===== config.mk =====
export PLATFORM = sky130hd
export DESIGN_NAME = mul_scheduler
export DESIGN_NICKNAME = d
export VERILOG_FILES = /design/src/rtl/core_config_pkg.sv /design/src/rtl/mul_scheduler_cache.sv /design/src/rtl/mul_scheduler.sv
export SDC_FILE = /design/constraint.sdc
export NUM_CORES = 1
export LEC_CHECK = 0
export ABC_AREA = 1
export CORE_UTILIZATION = 45
export CTS_CLUSTER_DIAMETER = 100
export CTS_CLUSTER_SIZE = 14
export DETAILED_ROUTE_END_ITERATION = 16
export GPL_ROUTABILITY_DRIVEN = 1
export PLACE_DENSITY = 0.72
export SETUP_SLACK_MARGIN = 0.1
export SYNTH_ARGS = -nofsm -noshare
export SYNTH_HDL_FRONTEND = slang
export SYNTH_SLANG_ARGS = --single-unit

===== constraint.sdc =====
create_clock -name clk -period 11.1 [get_ports clk]
set_input_delay 1.11 -clock clk [delete_from_list [all_inputs] [get_ports clk]]
set_output_delay 1.11 -clock clk [all_outputs]
set_load 0.05 [all_outputs]

===== src/rtl/core_config_pkg.sv =====
// -----------------------------------------------------------------------------
// core_config_pkg
// Core-wide configuration shared by the ALU blocks: the datapath width and
// the RV32M multiply operation encoding used by the issue stage, the decoder
// and the multiply scheduler.
//   XLEN        : operand/result width
//   mul_op_t    : 2-bit multiply operation (MUL, MULH, MULHSU, MULHU)
//   mul_ctrl_t  : multiplier sign / high-low controls
//   decode_mul_op : mul_op_t -> mul_ctrl_t
// -----------------------------------------------------------------------------
package core_config_pkg;

    localparam int XLEN = 32;

    typedef enum logic [1:0] {
        MUL_MUL    = 2'b00,
        MUL_MULH   = 2'b01,
        MUL_MULHSU = 2'b10,
        MUL_MULHU  = 2'b11
    } mul_op_t;

    typedef struct packed {
        logic signed_multiplicand;
        logic signed_multiplier;
        logic highlow;
    } mul_ctrl_t;

    // MULHSU treats rs1 (multiplicand) as signed and rs2 (multiplier) as
    // unsigned; only plain MUL returns the low half.
    function automatic mul_ctrl_t decode_mul_op(input mul_op_t op);
        mul_ctrl_t ctrl;
        ctrl = '0;
        case (op)
            MUL_MUL:    ctrl = '{signed_multiplicand: 1'b1, signed_multiplier: 1'b1, highlow: 1'b0};
            MUL_MULH:   ctrl = '{signed_multiplicand: 1'b1, signed_multiplier: 1'b1, highlow: 1'b1};
            MUL_MULHSU: ctrl = '{signed_multiplicand: 1'b1, signed_multiplier: 1'b0, highlow: 1'b1};
            MUL_MULHU:  ctrl = '{signed_multiplicand: 1'b0, signed_multiplier: 1'b0, highlow: 1'b1};
            default:    ctrl = '0;
        endcase
        return ctrl;
    endfunction

endpackage


===== src/rtl/mul_scheduler_cache.sv =====
// -----------------------------------------------------------------------------
// mul_result_cache
// Single-entry memo of the last request that went through the multiplier.
// Written when the multiplier completes an un-flushed operation; the lookup
// is combinational so the scheduler can answer a repeat in the accept cycle.
// Ports:
//   clk, rst          : clock, asynchronous active-high reset (clears valid)
//   wr_en             : store {wr_op, wr_rs1, wr_rs2, wr_res}
//   rd_op/rd_rs1/rd_rs2 : lookup key
//   hit, hit_data     : key matches a valid entry / stored result
// -----------------------------------------------------------------------------
module mul_result_cache
    import core_config_pkg::mul_op_t;
#(
    parameter int XLEN = core_config_pkg::XLEN
) (
    input  logic            clk,
    input  logic            rst,
    input  logic            wr_en,
    input  mul_op_t         wr_op,
    input  logic [XLEN-1:0] wr_rs1,
    input  logic [XLEN-1:0] wr_rs2,
    input  logic [XLEN-1:0] wr_res,
    input  mul_op_t         rd_op,
    input  logic [XLEN-1:0] rd_rs1,
    input  logic [XLEN-1:0] rd_rs2,
    output logic            hit,
    output logic [XLEN-1:0] hit_data
);

    logic            valid_reg;
    mul_op_t         op_reg;
    logic [XLEN-1:0] rs1_reg;
    logic [XLEN-1:0] rs2_reg;
    logic [XLEN-1:0] res_reg;

    always_ff @(posedge clk or posedge rst) begin
        if (rst) begin
            valid_reg <= 1'b0;
            op_reg    <= mul_op_t'(2'b00);
            rs1_reg   <= '0;
            rs2_reg   <= '0;
            res_reg   <= '0;
        end else if (wr_en) begin
            valid_reg <= 1'b1;
            op_reg    <= wr_op;
            rs1_reg   <= wr_rs1;
            rs2_reg   <= wr_rs2;
            res_reg   <= wr_res;
        end
    end

    assign hit      = valid_reg && (rd_op == op_reg) && (rd_rs1 == rs1_reg) && (rd_rs2 == rs2_reg);
    assign hit_data = res_reg;

endmodule


===== src/rtl/mul_scheduler.sv =====
// -----------------------------------------------------------------------------
// mul_scheduler
// Sequences RV32M multiply requests into the radix-4 Booth multiplier.
// Requests with a zero operand, or identical to the last multiplier-computed
// request, are answered directly; everything else starts the multiplier and
// waits for its done pulse. A flush kills the in-flight operation; if the
// multiplier is already running its result is drained and discarded.
// Ports:
//   clk, rst                      : clock, asynchronous active-high reset
//   req_valid/req_ready           : request handshake (ready only in IDLE)
//   req_op, req_rs1, req_rs2, req_tag : request payload
//   flush                         : discard the in-flight request
//   rsp_valid/rsp_ready           : response handshake
//   rsp_data, rsp_tag             : response payload
//   busy                          : not IDLE
//   mul_start, mul_multiplicand, mul_multiplier,
//   mul_signed_multiplicand, mul_signed_multiplier, mul_highlow : to multiplier
//   mul_res, mul_done             : from multiplier
// All outputs are registered.
// -----------------------------------------------------------------------------
module mul_scheduler
    import core_config_pkg::mul_op_t;
    import core_config_pkg::mul_ctrl_t;
    import core_config_pkg::decode_mul_op;
#(
    parameter int XLEN  = core_config_pkg::XLEN,
    parameter int TAG_W = 5
) (
    input  logic             clk,
    input  logic             rst,
    input  logic             req_valid,
    output logic             req_ready,
    input  mul_op_t          req_op,
    input  logic [XLEN-1:0]  req_rs1,
    input  logic [XLEN-1:0]  req_rs2,
    input  logic [TAG_W-1:0] req_tag,
    input  logic             flush,
    output logic             rsp_valid,
    input  logic             rsp_ready,
    output logic [XLEN-1:0]  rsp_data,
    output logic [TAG_W-1:0] rsp_tag,
    output logic             busy,
    output logic             mul_start,
    output logic [XLEN-1:0]  mul_multiplicand,
    output logic [XLEN-1:0]  mul_multiplier,
    output logic             mul_signed_multiplicand,
    output logic             mul_signed_multiplier,
    output logic             mul_highlow,
    input  logic [XLEN-1:0]  mul_res,
    input  logic             mul_done
);

    typedef enum logic [2:0] {
        S_IDLE,
        S_ISSUE,
        S_WAIT,
        S_RESP,
        S_DRAIN
    } state_t;

    state_t           state_reg;
    logic             req_ready_reg;
    logic             rsp_valid_reg;
    logic             busy_reg;
    logic             mul_start_reg;
    logic [XLEN-1:0]  md_reg;
    logic [XLEN-1:0]  mr_reg;
    mul_ctrl_t        ctrl_reg;
    mul_op_t          op_reg;
    logic [TAG_W-1:0] tag_reg;
    logic [XLEN-1:0]  rsp_data_reg;
    logic [TAG_W-1:0] rsp_tag_reg;

    logic             accept;
    logic             zero_operand;
    logic             cache_hit;
    logic [XLEN-1:0]  cache_data;
    logic             cache_wr;

    // A flush in IDLE vetoes acceptance even though req_ready is high.
    assign accept       = req_valid && req_ready_reg && !flush;
    assign zero_operand = (req_rs1 == '0) || (req_rs2 == '0);
    // Only an un-flushed multiplier completion refreshes the cache.
    assign cache_wr     = (state_reg == S_WAIT) && mul_done && !flush;

    mul_result_cache #(
        .XLEN (XLEN)
    ) u_cache (
        .clk      (clk),
        .rst      (rst),
        .wr_en    (cache_wr),
        .wr_op    (op_reg),
        .wr_rs1   (md_reg),
        .wr_rs2   (mr_reg),
        .wr_res   (mul_res),
        .rd_op    (req_op),
        .rd_rs1   (req_rs1),
        .rd_rs2   (req_rs2),
        .hit      (cache_hit),
        .hit_data (cache_data)
    );

    always_ff @(posedge clk or posedge rst) begin
        if (rst) begin
            state_reg     <= S_IDLE;
            req_ready_reg <= 1'b0;
            rsp_valid_reg <= 1'b0;
            busy_reg      <= 1'b0;
            mul_start_reg <= 1'b0;
            md_reg        <= '0;
            mr_reg        <= '0;
            ctrl_reg      <= '0;
            op_reg        <= mul_op_t'(2'b00);
            tag_reg       <= '0;
            rsp_data_reg  <= '0;
            rsp_tag_reg   <= '0;
        end else begin
            // Start is a single-cycle pulse, only raised on the IDLE->ISSUE step.
            mul_start_reg <= 1'b0;
            case (state_reg)
                S_IDLE: begin
                    // Also brings req_ready up on the first edge after reset.
                    req_ready_reg <= 1'b1;
                    if (accept) begin
                        // Operands/controls are held from here until the next
                        // accept, which covers the whole multiplier run.
                        md_reg        <= req_rs1;
                        mr_reg        <= req_rs2;
                        ctrl_reg      <= decode_mul_op(req_op);
                        op_reg        <= req_op;
                        tag_reg       <= req_tag;
                        req_ready_reg <= 1'b0;
                        busy_reg      <= 1'b1;
                        if (zero_operand) begin
                            rsp_data_reg  <= '0;
                            rsp_tag_reg   <= req_tag;
                            rsp_valid_reg <= 1'b1;
                            state_reg     <= S_RESP;
                        end else if (cache_hit) begin
                            rsp_data_reg  <= cache_data;
                            rsp_tag_reg   <= req_tag;
                            rsp_valid_reg <= 1'b1;
                            state_reg     <= S_RESP;
                        end else begin
                            mul_start_reg <= 1'b1;
                            state_reg     <= S_ISSUE;
                        end
                    end
                end
                S_ISSUE: begin
                    // The multiplier has been started, so a flush must drain it.
                    state_reg <= flush ? S_DRAIN : S_WAIT;
                end
                S_WAIT: begin
                    if (flush) begin
                        if (mul_done) begin
                            state_reg     <= S_IDLE;
                            req_ready_reg <= 1'b1;
                            busy_reg      <= 1'b0;
                        end else begin
                            state_reg <= S_DRAIN;
                        end
                    end else if (mul_done) begin
                        rsp_data_reg  <= mul_res;
                        rsp_tag_reg   <= tag_reg;
                        rsp_valid_reg <= 1'b1;
                        state_reg     <= S_RESP;
                    end
                end
                S_RESP: begin
                    // Flush wins over a simultaneous rsp_ready: the result is dropped.
                    if (flush || rsp_ready) begin
                        rsp_valid_reg <= 1'b0;
                        req_ready_reg <= 1'b1;
                        busy_reg      <= 1'b0;
                        state_reg     <= S_IDLE;
                    end
                end
                S_DRAIN: begin
                    if (mul_done) begin
                        req_ready_reg <= 1'b1;
                        busy_reg      <= 1'b0;
                        state_reg     <= S_IDLE;
                    end
                end
                default: begin
                    state_reg     <= S_IDLE;
                    req_ready_reg <= 1'b1;
                    rsp_valid_reg <= 1'b0;
                    busy_reg      <= 1'b0;
                end
            endcase
        end
    end

    assign req_ready               = req_ready_reg;
    assign rsp_valid               = rsp_valid_reg;
    assign rsp_data                = rsp_data_reg;
    assign rsp_tag                 = rsp_tag_reg;
    assign busy                    = busy_reg;
    assign mul_start               = mul_start_reg;
    assign mul_multiplicand        = md_reg;
    assign mul_multiplier          = mr_reg;
    assign mul_signed_multiplicand = ctrl_reg.signed_multiplicand;
    assign mul_signed_multiplier   = ctrl_reg.signed_multiplier;
    assign mul_highlow             = ctrl_reg.highlow;

endmodule

==> impl.org, run 1 <==
** Status
- The run finished with clean final reports.

** Critical path
- Cell repeated most along the worst path :: sky130_fd_sc_hd__nand2_1
- Grouping stages by cell kind, the critical path spends the most delay in simple AND/OR/NAND/NOR gates.
- CP endpoint kind :: flip-flop
- Slowest stage cell, crit path :: sky130_fd_sc_hd__nand3_2
- On the worst path, the slowest cell contributes a delay of 0.64 ns.
- Max FO, Critical Path :: 40
- STA classifies the critical path startpoint as an input pin.
- Setup Crit Path Kind :: input pin to flip-flop
- Worst path required time :: 11.51 ns
- Traced cell by cell, the critical path runs through clkdlybuf4s50_1 -> nor2_1 -> nand2_1 -> nor2_1 -> nand4_1 -> buf_4 -> o21a_1 -> nand3_2 -> nand3_1 -> buf_4 -> nand2_1 -> nand2_1.
- Sum of buffers and inverters on the critical path :: 3
- At the worst endpoint, the arrival time is 4.06 ns.

** Clock network
- Clock-pin slew was measured on the worst setup and hold paths at 0.07 ns.
- Post-CTS sizing :: 0
- Root Buffer Master :: sky130_fd_sc_hd__clkbuf_16
- TritonCTS built the clock tree.
- Hold bufs inserted after CTS :: 0
- Level count of the clock H-tree :: 1
- The clock drives 217 sinks.
- Clock network latency to the later pin of the worst-skew pair :: about 0.50 ns
- Counting the buffers created by CTS gives 19.
- Buffer depth of the longest clock path :: 3
- Postcts setup bufs :: 0

** Routing
- The first TritonRoute pass finished after 5 iterations.
- Vias after detailed routing :: about 9000
- Final routed DRC violation total :: 0
- Routed via count divided by cell count :: 4.99
- Routed wire length per instance :: 14.8 um
- Total routed wirelength :: 26.7 mm
- In this run the remaining antenna-violating nets after routing total 0.
- First-iteration detailed-routing DRC count :: 602

** Floorplan
- The initial utilization of the core area, before any placement, comes to 46.5%.
- In this run the core area contains 54 standard-cell rows.
- Die Span X :: 153 um
- Area of the die :: 23500 um^2
- Num ports :: 217
- Die extent in y :: about 150 um
- Core area :: 22200 um^2

** Place
- After legalization and detailed placement, the total HPWL measured 18.0 mm.
- Routability congestion estimate :: 0.845
- Input and output buffers added on the ports amount to 216.
- Cell Area, Placed :: 12600 um^2

** GRT
- After global routing the overflow that remains totals 0.
- Entering global routing, the biggest net connects 142 pins.
- For this run, the total global-route usage over all layers was measured as 23.0%.
- The initial antenna violation count was 2.
- Number of global-route vias before repair :: roughly 8500
- Global-route wire length before repair :: 43.8 mm

** Timing
- The number of failing hold endpoints at the final stage was 0.
- Setup repair after global routing left no endpoint under its margin.
- For the final database, setup skew stands at 0.0231 ns.
- Total Neg Setup Slack :: 0 ns
- Timing would allow up to 274 MHz.
- # setup viols final :: 0
- Final cycle utilization of the critical path :: 32.9%
- The worst pin sits at a relative slew slack of between 20% and 30%.
- Shortest clock period the worst path allows after layout :: 3.65 ns
- The number of slew-limit violations in the final report is 0.
- Across all hold checks on the routed design, the worst slack comes to 0.458 ns.
- Actual slew at the worst max-slew pin :: 1.17 ns

** Job
- Maximum capacitance violations :: 0

** Final layout
- The top cell types in the final layout, fill and taps aside, are 404 x sky130_fd_sc_hd__nand2_1, 217 x sky130_fd_sc_hd__dfrtp_1, 216 x sky130_fd_sc_hd__clkdlybuf4s50_1.
- Nets@finish :: around 1600
- Cells with a size suffix above 1 make up ~3.2% of the layout.
- Once layout is done, the placed cells without fillers occupy 13100 um^2.
- Measured on the finished design, the core utilization comes to roughly three fifths.
- Fill cells in the final layout number 2023.
- Most common cell after layout, fill and taps aside :: sky130_fd_sc_hd__nand2_1
- Compared with the post-synthesis result, the final layout area differs by 27.2%.

** Pwr
- Part of the power in combinational logic :: 51.1%
- Net switching share of the total power :: 46.9%
- IR analysis of the VDD net gives a maximum drop of about 0.19 mV.
- Portion of total power attributed to the clock network :: between 10 and 15%
- Pwr dens :: 310 nW/um^2
- P_sw :: 0.00190 W
- Flop pwr share :: 34.3%
- Static power due to leakage :: 6.61 nW
- Total internal power :: 0.00215 W

** Synthesis
- Sequential cells were found to cover 52.7% of the synthesized design area.
- Yosys printed 0 warnings.
- Yosys mapped the design onto 28 distinct sky130hd cell types.
- Post-Syn Instances :: around 1300
- Counting every net in the synthesized netlist gives 1455.
- Counting flops and latches in the post-synthesis netlist gives approximately 220.
- The mapped netlist covers 10300 um^2.
- A synthesized cell averages between 7 and 8 um^2.

** Hold path
- The tightest min-delay check is of the flip-flop to flip-flop type.
cell families after synthesis:
group,synth area share [%]
AND/OR/NAND/NOR,26.6
buffers and inverters,9.61
flip-flops,52.7
AO/OA/AOI/OAI,9.30
XOR/XNOR,1.11
multiplexers,0.656
layer usage:
| layer | share of wire, % | vias up | global-route usage [%] |
|---|---|---|---|
| met5 | 0 | - | 0 |
| met4 | 3.2 | 0 | 7.46 |
| met3 | 7.5 | 53 | 5.70 |
| met2 | 45 | 260 | 35.4 |
| met1 | 44 | 4165 | 32.0 |
| li1 | - | 4544 | - |
cell type report:
| class | count | area, um^2 | share of cell area, % |
|---|---|---|---|
| well taps | 280 | 350 | 2.67 |
| flip-flops and latches | 217 | 5430 | 41.4 |
| clock buffers | 19 | 475 | 3.63 |
| inverters | 185 | 702 | 5.35 |
| repair buffers | 225 | 2230 | 17.0 |
| multi-input cells | 878 | 3900 | 29.8 |
| diodes | 1 | 2.50 | 0.0191 |
| clock inverters | 2 | 17.5 | 0.134 |
cells in the mapped netlist:
library cell               count  share of area [%]
sky130_fd_sc_hd__dfrtp_1     217                 53
sky130_fd_sc_hd__nor2_1      149                5.4
sky130_fd_sc_hd__nand3b_1      1              0.073
sky130_fd_sc_hd__buf_6         2               0.22
sky130_fd_sc_hd__o21a_1        1              0.073
sky130_fd_sc_hd__clkbuf_1     43                1.6
sky130_fd_sc_hd__o21ai_1       5               0.24
sky130_fd_sc_hd__o22ai_1       2               0.12
sky130_fd_sc_hd__buf_2        14               0.68
sky130_fd_sc_hd__nor3_2        1              0.097
sky130_fd_sc_hd__o21ai_0     114                5.5
sky130_fd_sc_hd__a21oi_1      67                3.3
sky130_fd_sc_hd__nand3_1      49                2.4
sky130_fd_sc_hd__nand2_1     405                 15
sky130_fd_sc_hd__nand2_2       1              0.061
sky130_fd_sc_hd__nor4_1        2               0.12
sky130_fd_sc_hd__o21bai_1      1              0.073
sky130_fd_sc_hd__buf_1         3               0.11
sky130_fd_sc_hd__or2_2         4               0.24
sky130_fd_sc_hd__nor3_1        2              0.097
sky130_fd_sc_hd__xnor2_1      13                1.1
sky130_fd_sc_hd__nand4_1      52                3.2
sky130_fd_sc_hd__nor2_2        2               0.12
sky130_fd_sc_hd__buf_4         4               0.29
sky130_fd_sc_hd__inv_1       183                6.7
sky130_fd_sc_hd__nand3_2       1              0.097
sky130_fd_sc_hd__inv_2         2              0.073
sky130_fd_sc_hd__mux2_2        6               0.66
stage by stage:
stage | worst slack (ns) | cells | total power, W
CTS | 7.40 | 1806 | 0.00409
detailed placement | 6.93 | 1785 | 0.00349
global route | 7.20 | 1806 | 0.00434
floorplan | 4.05 | 1346 | 0.00282
finish | 7.45 | 1807 | 0.00406
global placement | 7.01 | 1785 | 0.00343
final timing paths:
| check | start | endpoint | slack [ns] | cells past startpoint |
|---|---|---|---|---|
| setup / recovery | req_rs1[10] | rsp_data[27]$_DFFE_PP0P_ | 7.45 | 12 |
| hold / removal | u_cache.valid_reg$_DFFE_PP0P_ | u_cache.valid_reg$_DFFE_PP0P_ | 0.46 | 2 |
| setup reg to reg | state_reg[2]$_DFFE_PP0P_ | rsp_data[27]$_DFFE_PP0P_ | 7.62 | 12 |
| hold reg to reg | u_cache.valid_reg$_DFFE_PP0P_ | u_cache.valid_reg$_DFFE_PP0P_ | 0.46 | 2 |
| max in group asynchronous | rst | u_cache.hit_data[5]$_DFFE_PP0P_ | 8.24 | 3 |
| min in group asynchronous | rst | mul_multiplier[18]$_DFFE_PP0P_ | 1.23 | 2 |
power groups by stage:
stage                     registers, W  logic [W]  clock network [W]
final                          0.00139    0.00208           0.000590
after global routing           0.00144    0.00227           0.000634
after CTS                      0.00139    0.00209           0.000603
after detailed placement       0.00140    0.00209                  0
after global placement         0.00139    0.00204                  0
after floorplan                0.00201   0.000811                  0
worst reg2reg max path, stage by stage (launching register included):
cell and delay (ns):
sky130_fd_sc_hd__dfrtp_1 0.43, sky130_fd_sc_hd__nor2_2 0.09, sky130_fd_sc_hd__buf_4 0.39, sky130_fd_sc_hd__nand2_2 0.12, sky130_fd_sc_hd__inv_2 0.87, sky130_fd_sc_hd__nand2_1 0.21
sky130_fd_sc_hd__nand2_1 0.19, sky130_fd_sc_hd__nor3_4 0.06, sky130_fd_sc_hd__buf_4 0.27, sky130_fd_sc_hd__nand3_1 0.14, sky130_fd_sc_hd__buf_4 0.40, sky130_fd_sc_hd__nand2_1 0.14
sky130_fd_sc_hd__nand2_1 0.09
Power figures use the tool's default switching activity.
==> run 2: changes to the inputs <==
Clock period 11.1 ns to 3.5 ns, I/O delays scaled along.
==> run 2 against run 1 <==
Net effect: final cell count rose by 0.28%; largest power group unchanged; clock power rose to 3.2 times the previous value; critical path depth fell by 3.
==> impl.org, run 2 (same netlist as run 1, synthesis figures left out) <==
** Status
- The run finished with clean final reports.

** Timing
- Slew margin rel. :: 39.7%
- The worst path in the final design needs a cycle of 2.31 ns, including I/O delays and setup.
- Worst clock skew :: 0.0167 ns
- Adding up every negative setup slack in the final design gives 0 ns.
- In the finished design, the share of the clock period the worst path needs comes to 66.0%.
- Final hold vios :: 0
- The number of slew-limit violations in the final report came to 0.
- Setup violations remaining at the end of the flow were counted as 0.
- For the pin with the worst max-slew slack, the measured transition is 0.902 ns.
- Achievable Freq :: between 400 and 500 MHz
- Setup repair after global routing left no endpoint under its margin.

** Routing
- The detailed router placed 9082 vias in this run.
- The first routing iteration left 509 violations.
- First drt pass iteration count :: 4
- Routed wire length per instance :: about 15 um
- For this run, design rule violations remaining after detail routing come to 0.
- Dividing the detail-routed via count by the number of cells gives 5.01.
- Total routed wirelength :: 26.8 mm
- The detail route stage leaves a number of antenna-violating nets equal to 0.

** Critical path
- Grouping stages by cell kind, the critical path spends the most delay in buffers and inverters.
- Sum of buffers and inverters on the critical path :: 2
- Slowest stage cell, crit path :: sky130_fd_sc_hd__dfrtp_1
- Cell repeated most along the worst path :: sky130_fd_sc_hd__nand2_1
- Critical Path Start :: state_reg[2]$_DFFE_PP0P_
- Delay of the slowest cell on the worst path :: 0.43 ns
- Critical path arrival :: 2.73 ns
- Data on the critical path is required at its endpoint by 3.92 ns.
- Setup Crit Path Kind :: flip-flop to flip-flop
- STA classifies the critical path endpoint as a flip-flop.
- The worst setup path is launched from a flip-flop.
- Reg-to-reg critical path startpoint :: state_reg[2]$_DFFE_PP0P_
- In this run the worst path has a maximum fanout of 39.
- Chain of cells forming the critical path :: nor2_2 -> buf_4 -> nand2_1 -> o21ai_1 -> nor3_4 -> nand3_1 -> buf_4 -> nand2_1 -> nand2_1
- Across all register-to-register paths, the minimum setup slack is 1.19 ns.

** Floorplan
- Num ports :: 217
- Core area :: 22200 um^2
- The die covers between 20000 and 25000 um^2.
- Die extent in y :: 153 um
- Once the floorplan was initialized, standard cells occupied 46.5% of the core.
- Count of standard-cell rows :: 54
- In this run the horizontal extent of the chip is 153 um.

** GRT
- Antenna violations before repair :: 1
- After global routing the overflow that remains totals 0.
- The first global-routing pass estimated roughly 45 mm of wire.
- Maximum number of pins on one net before global-route repair :: 109
- Total global routing track utilization :: a little under a quarter
- The number of global-route vias before repair is 8782.

** Final layout
- Cells with a size suffix above 1 make up 3.53% of the layout.
- Fill cells in the final layout number 1985.
- Most common cell after layout, fill and taps aside :: sky130_fd_sc_hd__nand2_1
- Nets@finish :: around 1600
- Post-synthesis to final-layout area growth :: 28.2%
- Most used cells in the layout excluding fill and tap cells :: 404 x sky130_fd_sc_hd__nand2_1, 217 x sky130_fd_sc_hd__dfrtp_1, 216 x sky130_fd_sc_hd__clkdlybuf4s50_1
- Share of the core filled with cells in the final layout :: 59.6%
- After routing the design area is 13200 um^2.

** Clock network
- Clock network latency to the later pin of the worst-skew pair :: 0.49 ns
- After clock tree synthesis, the clock-pin slew on the worst setup and hold paths is 0.07 ns.
- Clock tree from TritonCTS :: done
- Clock sink count :: 217
- The tree is rooted in a sky130_fd_sc_hd__clkbuf_16.
- CTS built an H-tree with a depth of 1.
- Buffer depth of the longest clock path :: 3
- Hold bufs inserted after CTS :: 0
- In this run, post-CTS repair resized a total of 0 instances.
- Once the clock tree was built, the setup fixing pass inserted 0 buffers.
- The number of clock buffers added by TritonCTS is 19.

** Pwr
- Portion of total power attributed to the clock network :: approximately 14%
- The share of total power dissipated in sequential elements is 34.0%.
- Summed over all nets, the switching power comes to 0.00603 W.
- Pwr dens :: 976 nW/um^2
- Static power due to leakage :: 6.66 nW
- Across the VDD grid, the largest voltage drop is 0.592 mV.
- Power Total :: about 0.013 W
- Total internal power :: 0.00686 W
- Part of the power in combinational logic :: between 50% and 60%
- Net switching share of the total power :: 46.8%

** Place
- Routability congestion estimate :: 0.861
- Buffers added on ports :: around 220
- Detailed placement finished with a half-perimeter wire length of roughly 19 mm.
- Cell Area, Placed :: between 10000 and 15000 um^2

** Hold path
- Type of the tightest min-delay check :: input pin to asynchronous set/reset pin

** Job
- The tool flagged a number of max-cap violations equal to 0.
run 2: cell types whose count changed in the layout (fill, tap and decap cells not counted), sizes merged:
cell      before  now
buf            9   15
inv          187  185
clkinvlp       0    1
run 2: metal layers:
layer  global-route usage (%)  vias up  routed length [um]
met5                        0        -                   0
met4                     6.54        0                 624
met3                     4.85       43                1740
met2                     39.1      235               12700
met1                     31.1     4252               11800
li1                         -     4552                   -
run 2: power groups by stage:
stage | clock network, W | logic, W | registers, W
2_1_floorplan | 0 | 0.00257 | 0.00638
3_3_place_gp | 0 | 0.00655 | 0.00438
3_5_place_dp | 0 | 0.00668 | 0.00441
4_1_cts | 0.00192 | 0.00670 | 0.00438
5_1_grt | 0.00200 | 0.00726 | 0.00454
6_report | 0.00186 | 0.00664 | 0.00438
run 2: path summary, 6_finish.rpt:
path / end / cells past startpoint
setup / recovery: rsp_tag[0]$_DFFE_PP0P_ / 9
hold / removal: u_cache.rs2_reg[20]$_DFFE_PP0P_ / 2
setup reg to reg: rsp_tag[0]$_DFFE_PP0P_ / 9
hold reg to reg: rsp_data[2]$_DFFE_PP0P_ / 2
max in group asynchronous: mul_multiplicand[28]$_DFFE_PP0P_ / 3
min in group clk: tag_reg[4]$_DFFE_PP0P_ / 3
run 2: stage by stage:
step	cells	setup slack (ns)	hold slack, ns
2_1_floorplan	1346	0.324	0.422
3_3_place_gp	1791	0.967	0.437
3_5_place_dp	1791	0.965	0.448
4_1_cts	1811	1.22	0.422
5_1_grt	1812	0.967	0.459
6_report	1812	1.19	0.390
run 2: area by class of cell:
type | instances | area (um^2) | share of cell area (%)
tap | 280 | 350 | 2.65
sequential | 217 | 5430 | 41.1
clock buffer | 19 | 475 | 3.60
antenna | 1 | 2.50 | 0.0190
clock inverter | 1 | 8.76 | 0.0663
timing repair buffer | 231 | 2340 | 17.7
multi-input combinational | 878 | 3900 | 29.6
inverter | 185 | 698 | 5.29
==> run 3: changes to the inputs <==
Settings changed: PLACE_DENSITY 0.72 to 0.75.
Clock period 3.5 ns to 2.1 ns, I/O delays scaled along.
==> run 3 against run 2 <==
Net effect: global-route usage hardly changed; combinational power increased by 82%; clock skew down 0.0017 ns; register-to-register slack worse by 1.1 ns; highest routed layer unchanged.
==> impl.org, run 3 (same netlist as run 1, synthesis figures left out) <==
** Status
- Status :: finished, final reports clean

** Clock network
- The later pin in the worst-skew pair is clocked with a latency of 0.50 ns.
- Root Buffer Master :: sky130_fd_sc_hd__clkbuf_16
- Clock buffer count from CTS :: 19
- Level count of the clock H-tree :: 1
- The clock passes through at most 3 buffers.
- Clock tree synthesis found a total of 217 sinks.
- Worst-path clk slew :: 0.07 ns
- TritonCTS built the clock tree.

** Floorplan
- The initial utilization of the core area, before any placement, comes to 46.5%.
- Die extent in y :: 153 um
- about 220 I/O pins were placed.
- Core area :: roughly 22000 um^2
- The die covers ~24000 um^2.
- The floorplan step set the die width to 153 um.
- The floorplan has 54 rows.

** Critical path
- The worst register-to-register path has a setup slack of 0.06 ns.
- Depth of the worst register-to-register path :: 14
- Critical path arrival :: around 2.4 ns
- Max FO, Critical Path :: 7
- The worst setup path is of the flip-flop to flip-flop kind.
- The worst setup path is launched from a flip-flop.
- Worst path required time :: 2.48 ns
- Top delay family on crit path :: simple AND/OR/NAND/NOR gates
- The slowest stage of the critical path is the sky130_fd_sc_hd__dfrtp_1 cell.
- The signal on the critical path passes through nand2_1 -> nand2_1 -> nor2_1 -> nand2_1 -> nor2_2 -> nand2_1 -> nor2_1 -> buf_4 -> nand3_4 -> nand3_4 -> nand3_4 -> clkbuf_16 -> nand2_2 -> nand2_1.
- Sum of buffers and inverters on the critical path :: 2
- WP depth :: 14
- The largest single stage delay on the critical path is about 0.41 ns.
- CP endpoint kind :: flip-flop
- Cell repeated most along the worst path :: sky130_fd_sc_hd__nand2_1

** Routing
- After detailed routing, the average wire length per cell comes to about 15 um.
- Vias after detailed routing :: 9445
- First-iteration detailed-routing DRC count :: between 500 and 600
- Detailed routing placed a total of 13.3 mm of wire on met2.
- The pre-antenna-repair detailed-routing pass consisted of 6 iterations.
- Met3 wirelength from detailed routing :: between 2 and 2.5 mm
- In this run the remaining antenna-violating nets after routing total 0.
- Met1 Wirelength :: 12.2 mm
- After detailed routing, the number of remaining DRC violations is 0.
- The highest layer touched by signal routing is met4.
- After detailed routing, the number of vias per cell comes to 5.07.
- Total routed wirelength :: 28.4 mm

** Timing
- # setup viols final :: 0
- The number of slew-limit violations in the final report was 0.
- Final cycle utilization of the critical path :: approximately 97%
- Subtracting the final worst setup slack from the clock period gives 2.04 ns.
- Worst path setup slack after routing :: about 0.057 ns
- Achievable Freq :: ~490 MHz
- Worst clock skew :: between 0.01 and 0.015 ns
- Slew margin rel. :: 61.3%
- RSZ-0062 raised after global routing :: true
- The number of failing hold endpoints at the final stage came to 0.
- Actual slew at the worst max-slew pin :: 0.579 ns
- Worst hold slack :: 0.321 ns

** Place
- Input and output buffers added on the ports amount to 216.
- Total half-perimeter wirelength after legalization and detailed placement :: approximately 19 mm
- At the end of routability-driven placement, the weighted congestion stood at between 0.9 and 1.
- Pre-CTS setup slack :: -0.297 ns

** Pwr
- Per report_power, the clock group accounts for 13.8% of the total.
- IR analysis of the VDD net gives a maximum drop of around 1.0 mV.
- The analysis attributes to cell leakage a power of about 7.0 nW.
- P_sw :: ~0.011 W
- Cell internal power was estimated by the tool at 0.0120 W.
- Per report_power, the combinational group accounts for 53.4% of the total.
- Net switching share of the total power :: between 40% and 50%
- Flop pwr share :: 32.8%
- Dividing total power by cell area gives a power density of 1620 nW/um^2.

** GRT
- Global-route wire length before repair :: 45.1 mm
- Global routing consumed, over all layers together, 23.6% of the routing resources.
- Number of global-route vias before repair :: between 9000 and 10000
- For this run the aggregate overflow at the end of global routing stands at 0.
- The initial antenna violation count was 1.
- Entering global routing, the biggest net connects 89 pins.

** Final layout
- Post-synthesis to final-layout area growth :: 35.3%
- The final layout contains 1689 nets.
- Most used cells in the layout excluding fill and tap cells :: 365 x sky130_fd_sc_hd__nand2_1, 217 x sky130_fd_sc_hd__dfrtp_1, 212 x sky130_fd_sc_hd__clkdlybuf4s50_1
- In the final layout, the share of cells above drive strength 1 is 9.49%.
- Most common cell after layout, fill and taps aside :: sky130_fd_sc_hd__nand2_1

** Hold path
- Hold Crit Depth :: 3
- The tightest min-delay check is of the input pin to flip-flop type.

** Job
- Maximum capacitance violations :: 0
==> run 3: timing repair <==
item	in CTS	in global routing
cloned	0	6
pin swaps	0	10
resized for setup	1	67
endpoints found under the setup margin	7	41
hold buffers	1	0
buffers inserted	0	1
endpoints found under the hold margin	1	0
==> run 3: tightest hold or removal path, cell delays in order <==
cell and delay [ns]:
sky130_fd_sc_hd__clkdlybuf4s50_1 0.40, sky130_fd_sc_hd__inv_1 0.07, sky130_fd_sc_hd__o21ai_0 0.08
==> run 3: final timing paths <==
check                                          startpoint                              to
min in group asynchronous                             rst  mul_multiplier[21]$_DFFE_PP0P_
setup / recovery           u_cache.rs2_reg[3]$_DFFE_PP0P_        rsp_data[12]$_DFFE_PP0P_
max in group asynchronous                             rst  mul_multiplier[11]$_DFFE_PP0P_
setup reg to reg           u_cache.rs2_reg[3]$_DFFE_PP0P_        rsp_data[12]$_DFFE_PP0P_
hold / removal                                 req_tag[4]          tag_reg[4]$_DFFE_PP0P_
hold reg to reg             u_cache.valid_reg$_DFFE_PP0P_   u_cache.valid_reg$_DFFE_PP0P_
==> run 3: metal layers <==
| metal | up-vias | track usage, % |
|---|---|---|
| met2 | 330 | 38.6 |
| met1 | 4416 | 31.1 |
| met3 | 48 | 5.30 |
| met4 | 0 | 7.26 |
| met5 | - | 0 |
| li1 | 4651 | - |
==> run 3: power groups by stage <==
stage / clock, W / sequential (W) / combinational (W)
2_1_floorplan: 0 / 0.0106 / 0.00429
3_3_place_gp: 0 / 0.00733 / 0.0111
3_5_place_dp: 0 / 0.00736 / 0.0114
4_1_cts: 0.00321 / 0.00733 / 0.0115
5_1_grt: 0.00335 / 0.00767 / 0.0131
6_report: 0.00312 / 0.00742 / 0.0121
==> run 3: cell type report <==
cell class                      count  area, um^2
Clock inverter                      2        17.5
Antenna cell                        2        5.00
Multi-Input combinational cell    878        4110
Inverter                          185         698
Clock buffer                       19         475
Sequential cell                   217        5430
Tap cell                          280         350
Fill cell                        1933        8220
Timing Repair Buffer              279        2850
==> run 3: per-stage QoR <==
step                power [W]  util, %  instance area, um^2  cells  TNS [ns]
floorplan              0.0149        -                10300   1346   -203.14
global placement       0.0185     59.1                13100   1831     -8.85
detailed placement     0.0188     59.1                13100   1831    -10.39
CTS                    0.0220     61.4                13600   1853         0
global route           0.0241     62.9                13900   1861     -2.13
finish                 0.0226     62.9                13900   1862         0
